File: src/rtl/stage_fetch1.sv
// stage_fetch1: holds the icache request from fetch0 and queues returned
// instructions (or faults) in a 2-entry FIFO feeding decode.
module stage_fetch1 #(
   parameter int QDEPTH = 2
) (
   input  logic        clk_core,
   input  logic        reset_n,
   input  logic        fe0_valid,
   input  logic [29:0] fe0_read_addr,
   output logic        fe1_stall,
   input  logic        icache_ready,
   input  logic [31:0] icache_data,
   input  logic        icache_fault,
   output logic        fe1_valid,
   output logic [29:0] fe1_pc,
   output logic [31:0] fe1_insn,
   output logic        fe1_fault,
   input  logic        de_stall,
   input  logic        de_setpc,
   input  logic        csr_setpc,
   input  logic        csr_kill
);
   logic        r_req_valid;
   logic [29:0] r_req_pc;
   logic [29:0] r_pc [2];
   logic [31:0] r_insn [2];
   logic        r_fault [2];
   logic        r_head;
   logic [1:0]  r_count;
   logic w_flush, w_kill, w_load, w_resp, w_pop, w_full, w_push, w_tail;

   assign w_flush   = de_setpc | csr_setpc;
   assign w_kill    = csr_kill & csr_setpc;
   assign w_load    = fe0_valid & ~w_kill;
   assign w_resp    = r_req_valid & icache_ready;
   assign fe1_valid = r_count != 2'd0;
   assign w_pop     = fe1_valid & ~de_stall;
   assign w_full    = r_count == 2'(QDEPTH);
   // a full queue still accepts a push when the head leaves the same cycle
   assign w_push    = w_resp & ~w_flush & (~w_full | w_pop);
   assign w_tail    = r_head ^ r_count[0];
   assign fe1_stall = r_req_valid & (~icache_ready | (w_full & ~w_pop));
   assign fe1_pc    = fe1_valid ? r_pc[r_head] : 30'd0;
   assign fe1_insn  = fe1_valid ? r_insn[r_head] : 32'd0;
   assign fe1_fault = fe1_valid & r_fault[r_head];

   always_ff @(posedge clk_core) begin
      if (!reset_n) begin
         r_req_valid <= 1'b0;
         r_req_pc    <= 30'd0;
         r_head      <= 1'b0;
         r_count     <= 2'd0;
      end else begin
         if (w_load) begin
            r_req_valid <= 1'b1;
            r_req_pc    <= fe0_read_addr;
         end else if (w_flush | w_push) begin
            r_req_valid <= 1'b0;
         end
         if (w_flush) begin
            r_head  <= 1'b0;
            r_count <= 2'd0;
         end else begin
            r_head  <= r_head ^ w_pop;
            r_count <= r_count + {1'b0, w_push} - {1'b0, w_pop};
         end
         if (w_push) begin
            r_pc[w_tail]    <= r_req_pc;
            r_insn[w_tail]  <= icache_fault ? 32'd0 : icache_data;
            r_fault[w_tail] <= icache_fault;
         end
      end
   end
endmodule

File: config.mk
export PLATFORM = sky130hd
export DESIGN_NAME = stage_fetch1
export DESIGN_NICKNAME = d
export VERILOG_FILES = /design/src/rtl/stage_fetch1.sv
export SDC_FILE = /design/constraint.sdc
export NUM_CORES = 1
export LEC_CHECK = 0
export CORE_UTILIZATION = 51
export CTS_CLUSTER_DIAMETER = 50
export DETAILED_ROUTE_END_ITERATION = 7
export GPL_TIMING_DRIVEN = 0
export PLACE_DENSITY_LB_ADDON = 0.05
export SLEW_MARGIN = 20
export SYNTH_ARGS = -nofsm -noshare
export SYNTH_HDL_FRONTEND = slang
export SYNTH_SLANG_ARGS = --single-unit
export TNS_END_PERCENT = 5
File: constraint.sdc
create_clock -name clk_core -period 6.1 [get_ports clk_core]
set_clock_uncertainty 0.15 [all_clocks]
set_input_delay 0.61 -clock clk_core [delete_from_list [all_inputs] [get_ports clk_core]]
set_output_delay 0.61 -clock clk_core [all_outputs]
set_load 0.02 [all_outputs]
==> summary by stage <==
Yosys
Each instance of the synthesized netlist takes up on average 13.7 um2. The mux share of post-synthesis cell area is 0.0998. The combined area of all synthesized cells is 6320 um2.

Synthesis instantiated 25 different standard cells from the library. In the synthesized netlist, the number of instances is 462. The total number of yosys warnings is 0. The synthesized-area fraction occupied by xor and xnor cells is 0.00277. Of the synthesized area, sequential elements account for 0.706. The share of synthesized area in the top cell type comes to 0.599. The dominant combinational cell family by area after synthesis is simple AND/OR/NAND/NOR gates.

The synthesized design contains 160 register bits. The compound-gate portion of the synthesized area is 0.0422. The biggest area contributor in the post-synthesis netlist is sky130_fd_sc_hd__edfxtp_1. The synthesized-area fraction occupied by adder cells is 0.00396. The simple logic cell fraction of the synthesized area is 0.119.

Yosys attributes the largest share of cell area to sky130_fd_sc_hd__edfxtp_1 (60%), sky130_fd_sc_hd__dfxtp_1 (11%), sky130_fd_sc_hd__mux2i_1 (10%). When the netlist entered floorplanning its net count stood at 535.

Placement
Buffers placed on the I/O ports in this run total 135. After legalization and detailed placement, the total HPWL measured 8.28 mm. At the end of routability-driven placement, the weighted congestion stood at 0.707. The number of placed instances, taps included, is 769. The post-placement cell area is 7990 um2.

Route
The detail route stage leaves a number of antenna-violating nets equal to 0. After the first detailed-routing iteration, the DRC count stood at 168. The aggregate routed wire length is 12.4 mm. In the final routed layout, each cell accounts on average for 15.5 um. The first TritonRoute pass finished after 5 iterations. Detailed routing inserted a total of 3919 vias. Dividing the detail-routed via count by the number of cells gives 4.90. In the routed design, unresolved DRC markers number 0.

CTS
The number of clock sinks is 160. TritonCTS built the clock tree. The clock network latency to the later pin of the worst-skew pair is 410 ps.

The number of gates resized after cts is 0. The register clock-pin slew on the reported worst setup and hold paths is 60 ps. In this run the number of H-tree levels came out at 4.

The cell sitting at the root of the clock tree is a sky130_fd_sc_hd__clkbuf_16. Once the clock tree was built, the setup fixing pass inserted 0 buffers. The hold buffer count at cts is 0. Clock tree synthesis inserted a total of 17 buffers. The deepest clock path buffer count is 2.

Global routing
The pin count of the biggest net entering global routing is 26. For this run, the total global-route usage over all layers was measured as 0.205. The via count of the first global-routing pass is 3998. Summed over all layers, the global routing overflow is 0. The first global-routing pass estimated 19.5 mm of wire.

The initial antenna violation count is 0.

Outcome
The run finished with clean final reports.

STA
Setup violations remaining at the end of the flow were counted as 0. Setup repair after global routing left no endpoint under its margin. The highest clock frequency the design can meet is 343 MHz. The worst pin sits at a relative slew slack of 0.518. The period utilization is 0.478. The max-slew violation total from the final report is 0. At the pin with the least slew margin, the transition time is 721 ps. The final hold slack is 303 ps. The number of failing hold endpoints at the final stage is 0.

The smallest clock period supported by the final layout is computed as 2910 ps.

Critical path
The type of origin of the critical path is an input pin. The highest-delay cell along the critical path is sky130_fd_sc_hd__clkdlybuf4s50_1. The critical path starts at de_stall.

The signal on the critical path passes through clkdlybuf4s50_1 -> nand3b_1 -> nand2_1 -> and2_1 -> clkdlybuf4s50_1. The required arrival time at the worst endpoint is 5340 ps. In this run the critical register-to-register path is launched from r_head. The kind of critical path is input pin to output port.

The cell seen most often among critical-path stages is sky130_fd_sc_hd__clkdlybuf4s50_1. In this design, the stage delay of the slowest critical-path cell is 630 ps. The arrival time of data at the critical path endpoint is 2150 ps.

Of all nets on the critical path, the largest fanout is 4. The capturing element type of the critical path is an output port.

Finish
After the flow finishes, the layout carries non-filler instances totaling 800. Leaving out fill and tap cells, the most frequent cell in the layout is sky130_fd_sc_hd__clkdlybuf4s50_1. Relative to the synthesized area, the layout overhead comes to 34.5%. The library cells used most frequently in the layout, excluding fill and tap cells, are sky130_fd_sc_hd__clkdlybuf4s50_1 (135), sky130_fd_sc_hd__edfxtp_1 (126), sky130_fd_sc_hd__nor2_1 (67).

The number of antenna cells inserted is 0. In the final design database the tool counted 693 nets. In the final layout, the share of cells above drive strength 1 is 0.0775. With fillers left out, the area of the finished cells amounts to 8500 um2.

Once layout is complete, the utilization of the core stands at 0.705.

Die
The floorplan step defined a die boundary enclosing 12800 um2. The top-level port count is 136. In this run the standard cell core region covers 12100 um2. Measured along the y axis, the die boundary spans 113 um.

The number of placement rows is 40. The floorplan step set the die width to 113 um. For this configuration, the core starts out at a cell density of 0.524.

Pwr
The power per unit of standard cell area is 262 nW/um2. In this run the static leakage power is 0.00284 uW. Of the total power, registers draw 0.538. Of the total power, the clock network draws 0.415. The worst ir drop on vdd is 210 uV. The cell-internal power is 1800 uW. The fraction of power spent switching nets is 0.191. The overall power after layout is 2230 uW.

The portion of total power attributed to combinational logic is 0.047. The net load switching power is 426 uW.

Min path
The type of the tightest min-delay check is flop to flop. The worst hold path begins at r_req_pc[0].

Run
Max-cap violations in this run came to 0.
[metal layers]
metal  part of all wire  global-route usage
met1               0.41               0.232
met2               0.53               0.365
met3              0.050              0.0536
met4             0.0083              0.0868
met5                  0                   0
[final timing paths]
| check | end | slack (ps) | depth (start not counted) |
|---|---|---|---|
| hold reg to reg | r_pc[1][0] | 300 | 0 |
| hold / removal | r_pc[1][0] | 300 | 0 |
| setup / recovery | fe1_stall | 3190 | 5 |
| setup reg to reg | r_pc[1][2] | 3800 | 4 |
[synth_stat cells (all sizes together)]
library cell	n
nor2	68
buf	19
a21boi	31
nand2	62
a21bo	1
edfxtp	126
nor2b	33
ha	2
a21oi	1
a32o	1
clkbuf	7
or3	1
dfxtp	34
xor2	2
nor3	1
inv	2
o21ai	1
nand4	2
mux2i	63
nor3b	1
nand3b	1
and2	3
[metrics by stage]
step | setup WS (ps) | setup TNS (ps)
finish | 3190 | 0
global route | 3040 | 0
CTS | 3180 | 0
detailed placement | 2780 | 0
global placement | -734 | -76490
floorplan | 1620 | 0
[power groups by stage]
stage               sequential (uW)  clock [uW]  combinational, uW
finish                         1200         924                104
global route                   1200         977                114
CTS                            1200         935                106
detailed placement             1220           0                104
global placement               1220           0                101
floorplan                      1220           0               41.9
[cell families after synthesis]
logic type | after synthesis
flops | 160
compound gates | 35
fa+ha+maj | 2
buf+inv | 28
mux | 63
simple gates | 172
xor+xnor | 2
[state kept, by name (all words and copies together), names as in the netlist]
signal       flops
r_req_pc        30
r_insn          64
r_req_valid      1
r_pc            60
r_fault          2
r_count          2
r_head           1
[final cells by class]
type,count,area (um2)
plain buffers,26,158
clock buffers,29,500
clock inverters,2,10.0
fillers,871,3560
inverters,2,7.51
multi-input cells,274,1710
flip-flops and latches,160,4460
well taps,168,210
repair buffers,139,1450
[critical path: cells and delay by family]
family        cells  cell delay (ps)
buf+inv           2             1150
simple gates      3              400
(Power assumes the default switching activity.)
